## config.mk

```make
export PLATFORM = sky130hd
export DESIGN_NAME = fir_ci_arbiter
export DESIGN_NICKNAME = d
export VERILOG_FILES = /design/src/rtl/fir_ci_arbiter.sv
export SDC_FILE = /design/constraint.sdc
export NUM_CORES = 1
export LEC_CHECK = 0
export BUFFER_PORTS_ARGS = -buffer_cell sky130_fd_sc_hd__buf_4
export CELL_PAD_IN_SITES_DETAIL_PLACEMENT = 1
export CELL_PAD_IN_SITES_GLOBAL_PLACEMENT = 1
export CORE_MARGIN = 3
export CORE_UTILIZATION = 24
export CTS_CLUSTER_SIZE = 24
export DETAILED_ROUTE_END_ITERATION = 16
export PLACE_DENSITY_LB_ADDON = 0.1
export SLEW_MARGIN = 20
export SYNTH_ARGS = -nofsm -noshare
export SYNTH_HDL_FRONTEND = slang
export SYNTH_SLANG_ARGS = --single-unit
```

## constraint.sdc

```tcl
create_clock -name clk -period 2.16 [get_ports clk]
set_input_delay 0.432 -clock clk [delete_from_list [all_inputs] [get_ports clk]]
set_output_delay 0.432 -clock clk [all_outputs]
set_load 0.1 [all_outputs]
```

## src/rtl/fir_ci_arbiter.sv

```systemverilog
// Two-requester, credit-limited arbiter in front of one pipelined FIR custom-instruction unit.
// Define FIR_ARB_FIXED_PRIO_EN to give requester 0 fixed priority (the round-robin pointer is then removed).
module fir_ci_arbiter #(
    parameter int LATENCY = 4,
    parameter int MAX_OUT = 2
) (
    input  logic        clk,
    input  logic        reset,
    input  logic [1:0]  req,
    input  logic [31:0] dataa_0,
    input  logic [31:0] dataa_1,
    output logic [1:0]  gnt,
    output logic [1:0]  rsp_valid,
    output logic [31:0] rsp_data,
    output logic        busy,
    output logic [31:0] unit_dataa,
    output logic        unit_clk_en,
    output logic        unit_aclr,
    input  logic [31:0] unit_result
);

    localparam logic [2:0] CREDITS = 3'(MAX_OUT);

    logic [2:0]       cnt0_q, cnt0_d;
    logic [2:0]       cnt1_q, cnt1_d;
    logic [1:0]       elig;
    logic [1:0]       acc;
    logic [LATENCY:0] vld_q;
    logic [LATENCY:0] id_q;
    logic [31:0]      dataa_q;
    logic             aclr_q;

    function automatic logic [2:0] credit_next(input logic [2:0] cnt,
                                                input logic       take,
                                                input logic       give);
        logic [2:0] n;
        n = cnt;
        if (take && !give && cnt != 3'd7) begin
            n = cnt + 3'd1;
        end else if (give && !take && cnt != 3'd0) begin
            n = cnt - 3'd1;
        end
        return n;
    endfunction

    assign elig[0] = req[0] & (cnt0_q < CREDITS);
    assign elig[1] = req[1] & (cnt1_q < CREDITS);
    assign acc     = req & gnt;

`ifdef FIR_ARB_FIXED_PRIO_EN
    always_comb begin
        gnt = 2'b00;
        if (reset) begin
            if (elig[0]) begin
                gnt = 2'b01;
            end else if (elig[1]) begin
                gnt = 2'b10;
            end
        end
    end
`else
    logic prio_q, prio_d;

    always_comb begin
        gnt    = 2'b00;
        prio_d = prio_q;
        if (reset) begin
            if (elig == 2'b11) begin
                gnt = prio_q ? 2'b10 : 2'b01;
            end else if (elig[0]) begin
                gnt = 2'b01;
            end else if (elig[1]) begin
                gnt = 2'b10;
            end
        end
        // pointer always moves away from whoever was just accepted
        if (acc[0]) begin
            prio_d = 1'b1;
        end else if (acc[1]) begin
            prio_d = 1'b0;
        end
    end

    always_ff @(posedge clk) begin
        if (!reset) begin
            prio_q <= 1'b0;
        end else begin
            prio_q <= prio_d;
        end
    end
`endif

    assign cnt0_d = credit_next(cnt0_q, acc[0], rsp_valid[0]);
    assign cnt1_d = credit_next(cnt1_q, acc[1], rsp_valid[1]);

    always_ff @(posedge clk) begin
        if (!reset) begin
            cnt0_q <= 3'd0;
            cnt1_q <= 3'd0;
        end else begin
            cnt0_q <= cnt0_d;
            cnt1_q <= cnt1_d;
        end
    end

    // issue stage: operand register feeding the unit
    always_ff @(posedge clk) begin
        if (!reset) begin
            dataa_q <= 32'd0;
        end else if (acc[0]) begin
            dataa_q <= dataa_0;
        end else if (acc[1]) begin
            dataa_q <= dataa_1;
        end
    end

    // tag pipe, LATENCY+1 deep so the last stage lines up with unit_result
    always_ff @(posedge clk) begin
        if (!reset) begin
            vld_q <= '0;
        end else begin
            vld_q <= {vld_q[LATENCY-1:0], |acc};
        end
        id_q <= {id_q[LATENCY-1:0], acc[1]};
    end

    always_ff @(posedge clk) begin
        aclr_q <= ~reset;
    end

    assign rsp_valid   = {vld_q[LATENCY] & id_q[LATENCY], vld_q[LATENCY] & ~id_q[LATENCY]};
    assign rsp_data    = unit_result;
    assign busy        = (cnt0_q != 3'd0) | (cnt1_q != 3'd0);
    assign unit_dataa  = dataa_q;
    assign unit_clk_en = reset;
    assign unit_aclr   = aclr_q;

endmodule

```

==> impl_results.md, run 1 <==
- Final Hold Fails: 0
- DRC: 0
- Worst-path fanout max: 6
- Largest net degree at the start of global routing: 34
- TritonCTS Buffers: 5
- Crit path launch type: register
- Fraction of the yosys area taken by sequential cells: 0.4379
- Mapped cell area: approximately 2300 sq um
- CTS max path bufs: 2
- Hold path depth: 0
- Post-CTS Setup Bufs: 0
- Synth Instances: 260
- Yosys warnings: 0
- Hold_ws: 0.3358 ns
- Fin crit share: 0.9599
- Worst-margin pin slew: 0.4179 ns
- Crit path time final: between 2 and 2.5 ns
- Final setup violation count: 0
- Slew Viols, Final: 0
- CP delay by family, top: simple AND/OR/NAND/NOR gates
- Commonest non-fill, non-tap cell in the layout: buf_4
- Flops & latches, synth: 50
- Post-CTS resize count: 1
- Nets: 441
- Fin util: 0.3527
- Chip height: ~100 um
- Setup TNS: 0 ns
- FF-to-FF setup slack: around 0.25 ns
- Worst Skew: 0.008800 ns
- DRT Wirelength: 6.553 mm
- CTS Sinks: 50
- Buf/Inv on CP: 1
- Peak Freq: 482.3 MHz
- Critical Path Max Stage Delay: between 0.5 and 0.6 ns
- Vias: 2029
- Root Driver: clkbuf_8
- HP Class: register to register
- Antenna violations before repair: 0
- First-iteration detailed-routing DRC count: 62
- Syn nets: approximately 360
- Drt first pass iters: 5
- Tot Pwr: a little under 3 mW
- H-tree depth: 2
- Placed Area: about 3000 sq um
- Primary FF master, synth: dfxtp_1
- Die ar.: 10730 sq um
- Async SR Flop Fraction: 0
- Grt ovf: 0
- R2r startpoint: cnt1_q[2]
- DPL Wire Length: 4.827 mm
- RSZ-0062 raised after global routing: no
- CTS Hold Bufs: 0
- Clock transition at path regs: approximately 0.1 ns
- R2R depth: 7
- RR Endpoint: cnt1_q[2]
- First-pass GRT wire length: 11.10 mm
- Vias/cell: approximately 4.4
- # Max-Cap Violations: 0
- Die width: 103.6 um
- Number of I/O pins: ~170
- # rows: 34
- CP cell instances: or4b_1 -> and3_2 -> buf_6
- CTS tree: built
- Critical Path RT: 1.73 ns
- Layout cell share with drive strength beyond 1: 0.3971
- Status: completed
- GRT Total Usage: 0.1234
- Number of flops mapped to enable cells by yosys: 0
- Peak supply drop: approximately 0.26 mV
- Commonest non-fill, non-tap cells in the layout: buf_4, dfxtp_1, nand2_1
- Final ANT Viol Nets: 0
- Slowest cell on the critical path: or4b_1
- Design area: between 3000 and 4000 sq um
- Hold_sp: id_q[2]
- Placer congestion estimate: between 0.6 and 0.7
- Mean routed wirelength per cell: about 14 um
- IO buf count: about 110
- Worst-Skew Late Latency: 0.30 ns
- LEAKAGE: around 1.6 nW
- Slew margin rel.: 0.7193
- Via count of the first global-routing pass: 2269
- Power Dens Cells: roughly 940 nW/um^2
- Crit path arrival time: about 1.6 ns
- Area grow syn2layout: 38.48%
- Antenna Diode Count: 0
- Starting Density: 0.2547
- Distinct cells, synth: 26
- Core area: roughly 9000 sq um
- Crit path capture type: output port
- Avg Cell Area, Syn: approximately 8.8 sq um
- Hold Path End: id_q[3]
- CP Class: register to output port
[worst reg2reg max path: cells and delay by family (launching register included)]
| kind | cells | cell delay [ns] |
|---|---|---|
| muxes | 2 | 0.35 |
| and+or+nand+nor | 4 | 0.74 |
| DFF | 1 | 0.37 |
| adders and majority gates | 1 | 0.39 |
[report_power, final]
group | leakage, nW | internal, mW | total (mW) | switching [mW]
logic | 1.09 | 0.331 | 1.22 | 0.884
registers | 0.414 | 1.03 | 1.09 | 0.0625
clock network | 0.0504 | 0.345 | 0.676 | 0.331
total | 1.56 | 1.70 | 2.98 | 1.28
[worst max path at each step]
stage | end | depth (start not counted) | slack [ns] | from
4_1_cts | gnt[1] | 3 | 0.03 | cnt0_q[2]
2_1_floorplan | cnt0_q[2] | 9 | -0.02 | req[0]
3_5_place_dp | cnt1_q[2] | 8 | 0.12 | req[1]
6_report | gnt[1] | 3 | 0.09 | cnt0_q[2]
3_3_place_gp | cnt1_q[2] | 8 | 0.15 | req[1]
5_1_grt | gnt[1] | 3 | 0.01 | cnt0_q[2]
[metrics by stage]
step	cells	setup WS (ns)
floorplan	260	-0.02471
global placement	458	0.1545
detailed placement	458	0.1233
CTS	466	0.02888
global route	466	0.01185
finish	466	0.08659
[routing by layer]
metal | vias to the layer above | routed length [um] | GRT usage
met2 | 63 | 3185 | 0.2126
li1 | 1014 | - | -
met3 | 10 | 540 | 0.04789
met5 | - | 0 | 0
met4 | 0 | 44 | 0.02944
met1 | 942 | 2782 | 0.1447
[cells by family (layout without fill, tap and decap cells)]
group,after synthesis,after routing,synth area share
AOI/OAI and AO/OA,50,50,0.1401
adders and majority gates,2,2,0.01752
buffers and inverters,62,142,0.1658
DFF,50,50,0.4379
muxes,16,16,0.07170
and+or+nand+nor,80,80,0.1669
[registers in the layout, indices dropped and copies added (netlist names)]
register / flops
id_q: 5
unit_aclr: 1
unit_dataa: 32
cnt1_q: 3
vld_q: 5
cnt0_q: 3
prio_q: 1
[cells in the mapped netlist (2+ instances only)]
library cell	number	area, sq um
buf_2	3	15.01
a31oi_1	16	100.1
clkbuf_1	9	33.78
dfxtp_1	50	1001
inv_2	2	7.510
nor3_1	5	25.02
inv_1	13	48.80
nor2_1	3	11.26
mux2i_1	15	150.1
nand2b_1	5	31.28
and2_1	6	37.54
and3_1	4	25.02
buf_4	33	247.7
fa_1	2	40.04
o21ai_1	3	15.01
o21ai_0	21	105.1
a222oi_1	10	100.1
nand3_1	9	45.04
nand2_1	44	165.2
[cell type report]
class,instances,area [sq um]
Clock buffer,5,68.82
Clock inverter,3,45.04
Fill cell,1095,5811
Inverter,15,58.81
Multi-Input combinational cell,148,918.4
Sequential cell,50,1003
Tap cell,126,157.7
Timing Repair Buffer,119,913.4
Power figures use the tool's default switching activity.
==> run 2: changes to the inputs <==
==> constraint.sdc (replaced) <==
create_clock -name clk -period 2.16 [get_ports clk]
set_input_delay 0.324 -clock clk [delete_from_list [all_inputs] [get_ports clk]]
set_output_delay 0.324 -clock clk [all_outputs]
set_load 0.1 [all_outputs]
==> run 2 against run 1 <==
  * Sequential share of layout area up 0.27 points
  * Critical endpoint is now gnt[0]
  * Highest routed layer unchanged
  * Wire length about the same
  * Combinational power about the same
==> impl_results.md, run 2 (synthesized netlist as in run 1, its figures left out) <==
- HP Class: input port to register
- Worst-path fanout max: 27 (+21)
- CP most frequent cell: buf_6
- Critical Path Source: cnt1_q[1]
- Post-CTS Setup Bufs: 0 (unchanged)
- Worst-margin pin slew: 0.4173 ns (-0.0005476 ns)
- Worst Skew: 0.009994 ns (+0.001194 ns)
- H-tree depth: 2 (unchanged)
- Drt first pass iters: 4 (-1)
- Final Hold Fails: 0 (unchanged)
- Switching part of the total: 0.4340 (+0.005497)
- Max FFs per register: 32 (unchanged)
- IO buf count: 106 (unchanged)
- LEAKAGE: 1.550 nW (-0.56%)
- Buf/Inv on CP: 4 (+3)
- Setup TNS: 0 ns (unchanged)
- Nets: 438 (-0.68%)
- Final ANT Viol Nets: 0 (unchanged)
- DRT Wirelength: 6.549 mm (about the same)
- Clock share of power: 0.211 (-0.016)
- Post-CTS resize count: 1 (unchanged)
- Clock transition at path regs: 0.09 ns (about the same)
- Largest net degree at the start of global routing: 36 (+5.9%)
- CP cell instances: buf_4 -> nand4bb_1 -> nand3_2 -> inv_4 -> buf_6 -> buf_6
- Status: completed
- Area of the multi-input gates: 917.1 sq um (-0.14%)
- CTS max path bufs: 2 (unchanged)
- Vias: 2063 (+1.7%)
- CP Class: register to output port
- Switch Pwr: 1.264 mW (-1.1%)
- Crit path capture type: output port
- Fin util: 0.3488 (-0.003903)
- RSZ-0062 raised after global routing: no
- Critical Path Max Stage Delay: 0.37 ns (-0.17 ns)
- Worst setup margin: 0.1647 ns (+0.07814 ns)
- Commonest non-fill, non-tap cells in the layout: buf_4, dfxtp_1, nand2_1
- Worst slack, placed: 0.1058 ns (-0.01744 ns)
- Crit path launch type: register
- R2r startpoint: cnt1_q[1]
- DPL Wire Length: 4.799 mm (-0.58%)
- First-pass GRT wire length: 10.76 mm (-3.0%)
- Slew Viols, Final: 0 (unchanged)
- Pint: 1.648 mW (-3.3%)
- Commonest non-fill, non-tap cell in the layout: buf_4
- Layout cell share with drive strength beyond 1: 0.3887 (-0.008335)
- CTS tree: built
- Crit path arrival time: 1.67 ns (+0.03 ns)
- Worst-Skew Late Latency: 0.30 ns (about the same)
- TritonCTS Buffers: 5 (unchanged)
- First-iteration detailed-routing DRC count: 77 (+24%)
- Hold_ws: 0.2410 ns (-0.09478 ns)
- Part of the power in registers: 0.373 (+0.007)
- Filler instances: 1065 (-2.7%)
- Crit path time final: 1.995 ns (-0.07814 ns)
- Hold_sp: dataa_1[13]
- Register area: 1001 sq um (-0.25%)
- Fin crit share: 0.9237 (-0.03618)
- Combinational share of power: 0.416 (+0.008)
- CTS Hold Bufs: 0 (unchanged)
- CP delay by family, top: buffers and inverters
- Peak supply drop: 0.2738 mV (+3.4%)
- Slew margin rel.: 0.7196 (about the same)
- # Max-Cap Violations: 0 (unchanged)
- Mean routed wirelength per cell: 14.14 um (+0.59%)
- Antenna Diode Count: 0 (unchanged)
- Grt ovf: 0 (unchanged)
- Chip height: 103.6 um (unchanged)
- Slowest cell on the critical path: dfxtp_1
- Die width: 103.6 um (unchanged)
- Root Driver: clkbuf_8
- Power Dens Cells: 930.2 nW/um^2 (-1.3%)
- Antenna violations before repair: 0 (unchanged)
- Die ar.: 10730 sq um (unchanged)
- Area grow syn2layout: 36.95%
- # rows: 34 (unchanged)
- CTS Sinks: 50 (unchanged)
- Placer congestion estimate: 0.6802 (-2.7%)
- Via count of the first global-routing pass: 2116 (-6.7%)
- Number of I/O pins: 171 (unchanged)
- Starting Density: 0.2547 (unchanged)
- Peak Freq: 501.2 MHz (+3.9%)
- GRT Total Usage: 0.1202 (-0.003187)
- Critical Path RT: 1.84 ns (+0.11 ns)
- Final setup violation count: 0 (unchanged)
- DRC: 0 (unchanged)
- Core area: 8976 sq um (unchanged)
- Vias/cell: 4.456 (+2.3%)
[run 2: cell types whose count changed in the layout (fill, tap and decap cells not counted)]
cell / change
clkbuf_8: +2
nor3b_1: -1
bufinv_16: -1
nor3b_2: +2
buf_4: -3
clkinv_4: +1
dfxtp_1: +2
nor3b_4: -1
dfxtp_2: -2
clkinvlp_4: -2
[run 2: cell type report]
type / instances / area share
Inverter: 15 / 0.01878
Clock inverter: 1 / 0.002798
Multi-Input combinational cell: 148 / 0.2930
Timing Repair Buffer: 116 / 0.2846
Clock buffer: 7 / 0.03078
Tap cell: 126 / 0.05036
Sequential cell: 50 / 0.3197
[run 2: path summary, 6_finish.rpt]
check	cells after the start	slack, ns	endpoint
worst max register to register	9	0.21	cnt0_q[2]
worst min register to register	0	0.33	id_q[2]
worst max-delay path	6	0.16	gnt[0]
worst min-delay path	3	0.24	unit_dataa[13]
[run 2: layer usage]
layer,up-vias,track usage,share of wire
met1,971,0.1427,0.42
met4,0,0.03039,0.0070
met5,-,0,0
met2,73,0.2033,0.48
met3,12,0.04789,0.095
li1,1007,-,-
[run 2: through the flow]
step                cell area, sq um  std cells  power, mW
floorplan                       2308        260      2.278
global placement                3012        455      2.325
detailed placement              3012        455      2.333
CTS                             3120        463      2.982
global route                    3131        463      3.079
finish                          3131        463      2.912
[run 2: power by group through the flow]
stage	Combinational (mW)	Clock, mW	Sequential, mW
after global placement	1.22	0	1.11
after CTS	1.23	0.666	1.09
after floorplan	0.630	0	1.65
after detailed placement	1.22	0	1.11
after global routing	1.29	0.691	1.10
final	1.21	0.614	1.09
[run 2: tightest hold or removal path: stages]
cell and delay [ns]:
buf_4 0.08, a222oi_1 0.07, inv_1 0.05
==> run 3: changes to the inputs <==
ABC_AREA = 1   (was default)
CORE_UTILIZATION = 26   (was 24)
==> run 3 against run 2 <==
  * Utilization fell by 0.30 points
  * Sequential share of layout area fell by 2.6 points
  * Register-to-register slack better by 0.19 ns
==> impl_results.md, run 3 <==
- Status: completed
- Syn nets: 459 (+27%)
- DRT Wirelength: 7.081 mm (+8.1%)
- Slew margin rel.: 0.6964 (-0.02326)
- Final Hold Fails: 0 (unchanged)
- Worst-margin pin slew: 0.4554 ns (+0.03809 ns)
- Primary FF master, synth: dfxtp_1
- Final setup violation count: 0 (unchanged)
- Starting Density: 0.2709 (+0.01626)
- GRT Total Usage: 0.1233 (+0.003095)
- DRC: 0 (unchanged)
- Max FFs per register: 32 (unchanged)
- CTS Sinks: 50 (unchanged)
- Die width: 107.4 um (+3.7%)
- Mean routed wirelength per cell: 12.69 um (-10%)
- Chip height: 107.4 um (+3.7%)
- Post-CTS resize count: 0 (-1)
- R2R depth: 9 (unchanged)
- Layout cell share with drive strength beyond 1: 0.3576 (-0.03108)
- TritonCTS Buffers: 5 (unchanged)
- CTS tree: built
- Design area: 3411 sq um (+9.0%)
- Avg Cell Area, Syn: 7.486 sq um (-15%)
- Clock transition at path regs: 0.09 ns (about the same)
- Drt first pass iters: 4 (unchanged)
- Largest net degree at the start of global routing: 36 (unchanged)
- Grt ovf: 0 (unchanged)
- Worst-Skew Late Latency: 0.30 ns (about the same)
- Hold path depth: 3 (unchanged)
- Worst Skew: 0.005378 ns (-0.004616 ns)
- FF-to-FF setup slack: 0.40 ns (+0.19 ns)
- Fraction of the yosys area taken by sequential cells: 0.3745 (-0.06334)
- Yosys warnings: 0 (unchanged)
- Commonest non-fill, non-tap cells in the layout: buf_4, nand2_1, inv_1
- Async SR Flop Fraction: 0 (unchanged)
- Number of flops mapped to enable cells by yosys: 0 (unchanged)
- Crit path capture type: output port
- Placed cell count: 552 (+21%)
- Number of I/O pins: 171 (unchanged)
- Peak Freq: 506.8 MHz (+1.1%)
- Fin crit share: 0.9134 (-0.01032)
- Vias/cell: 4.280 (-4.0%)
- HP Class: input port to register
- Crit path time final: 1.973 ns (-0.02229 ns)
- Area grow syn2layout: 27.62%
- Root Driver: clkbuf_8
- Hold Path End: unit_dataa[0]
- Placer congestion estimate: 0.7379 (+8.5%)
- Placed Area: 3328 sq um (+11%)
- Crit path launch type: register
- Die ar.: 11530 sq um (+7.5%)
- Flops & latches, synth: 50 (unchanged)
- Hold_ws: 0.2367 ns (-0.004312 ns)
- DPL Wire Length: 5.376 mm (+12%)
- CP Class: register to output port
- Area leader, netlist: dfxtp_1
- Final ANT Viol Nets: 0 (unchanged)
- Synth Instances: 357 (+37%)
- R2r startpoint: cnt0_q[1]
- IO buf count: 106 (unchanged)
- Core area: 9864 sq um (+9.9%)
- Worst-path fanout max: 15 (-44%)
- Setup TNS: 0 ns (unchanged)
- Post-synth top area share: 0.3745 (-0.06334)
- Distinct cells, synth: 25 (-3.8%)
- # Max-Cap Violations: 0 (unchanged)
- Critical Path RT: 1.84 ns (about the same)
- Post-CTS Setup Bufs: 0 (unchanged)
- Peak supply drop: 0.3558 mV (+30%)
- Antenna Diode Count: 0 (unchanged)
- Mapped cell area: 2673 sq um (+17%)
- CTS max path bufs: 2 (unchanged)
- Power Dens Cells: 899.1 nW/um^2 (-3.3%)
- Filler instances: 1232 (+16%)
- Nets: 528 (+21%)
- # rows: 36 (+5.9%)
- Via count of the first global-routing pass: 2438 (+15%)
- Hold_sp: dataa_0[0]
- First-pass GRT wire length: 11.47 mm (+6.6%)
- Largest cells by area after synthesis: dfxtp_1, nand2_1, nand3_1
- RR Endpoint: cnt0_q[2]
- LEAKAGE: 1.831 nW (+18%)
- H-tree depth: 2 (unchanged)
- Top-count cell post-synth: nand2_1
- Finished Layout Cells: 558 (+21%)
- Vias: 2388 (+16%)
- Slew Viols, Final: 0 (unchanged)
- Antenna violations before repair: 0 (unchanged)
- Crit path arrival time: 1.65 ns (-0.02 ns)
- RSZ-0062 raised after global routing: no
- Post-synth top cells: nand2_1, inv_1, nand3_1
- CTS Hold Bufs: 0 (unchanged)
- First-iteration detailed-routing DRC count: 59 (-23%)
- Commonest non-fill, non-tap cell in the layout: buf_4
run 3: cell count changes after synthesis, moves of 4 or more:
cell | previous run | this run
nand3_1 | 9 | 53
nand2_1 | 44 | 87
inv_1 | 13 | 54
nand3_2 | 0 | 22
a31oi_1 | 16 | 0
mux2i_1 | 15 | 0
a222oi_1 | 10 | 0
o21ai_0 | 21 | 12
a21oi_1 | 0 | 7
and2_1 | 6 | 0
clkbuf_1 | 9 | 3
nand2b_1 | 5 | 0
and3_1 | 4 | 0
run 3: cells by family after synthesis:
group,share of synthesized area
AO/OA/AOI/OAI,0.03558
adder cells (fa/ha/maj),0.01498
buffers and inverters,0.2149
flip-flops,0.3745
AND/OR/NAND/NOR,0.3600
run 3: critical path, cell delays in order, from the launching register on:
cell and delay, ns:
dfxtp_1 0.36, nor2_2 0.14, nand2_2 0.08, nor2_4 0.12, nand2_4 0.16, inv_4 0.16
buf_4 0.31
run 3: through the flow:
step                      setup slack (ns)  total power, mW  utilization
after global placement              0.4395            2.544       0.3374
after floorplan                   0.004265            2.487            -
after CTS                           0.1484            3.130       0.3458
after detailed placement            0.4065            2.553       0.3374
after global routing               0.01492            3.247       0.3458
final                               0.1870            3.067       0.3458
run 3: how the worst max path moves through the flow:
stage,startpoint,to,slack (ns),depth (start not counted)
finish,cnt0_q[1],gnt[0],0.19,6
global route,cnt0_q[1],gnt[0],0.01,6
CTS,cnt0_q[1],gnt[0],0.15,6
detailed placement,cnt0_q[1],cnt0_q[2],0.41,9
global placement,cnt0_q[1],cnt0_q[2],0.44,9
floorplan,vld_q[4],cnt0_q[1],0.004,7
run 3: metal layers:
metal / track usage / up-vias / part of all wire / wire (um)
met1: 0.1562 / 1091 / 0.45 / 3196
li1: - / 1203 / - / -
met2: 0.1944 / 82 / 0.45 / 3164
met4: 0.04058 / 0 / 0.012 / 88
met5: 0 / - / 0 / 0
met3: 0.04499 / 12 / 0.089 / 631
run 3: where the power goes:
group          internal, mW  total, mW  switching, mW
sequential             1.04       1.11         0.0708
combinational         0.345       1.40           1.06
clock                 0.248      0.556          0.307
run 3: area by class of cell:
class | count | area, sq um | share of cell area
repair buffers | 110 | 838.3 | 0.2458
multi-input cells | 201 | 1100 | 0.3224
well taps | 133 | 166.4 | 0.04879
flip-flops and latches | 50 | 1001 | 0.2935
inverters | 58 | 222.7 | 0.06530
clock buffers | 6 | 82.58 | 0.02421
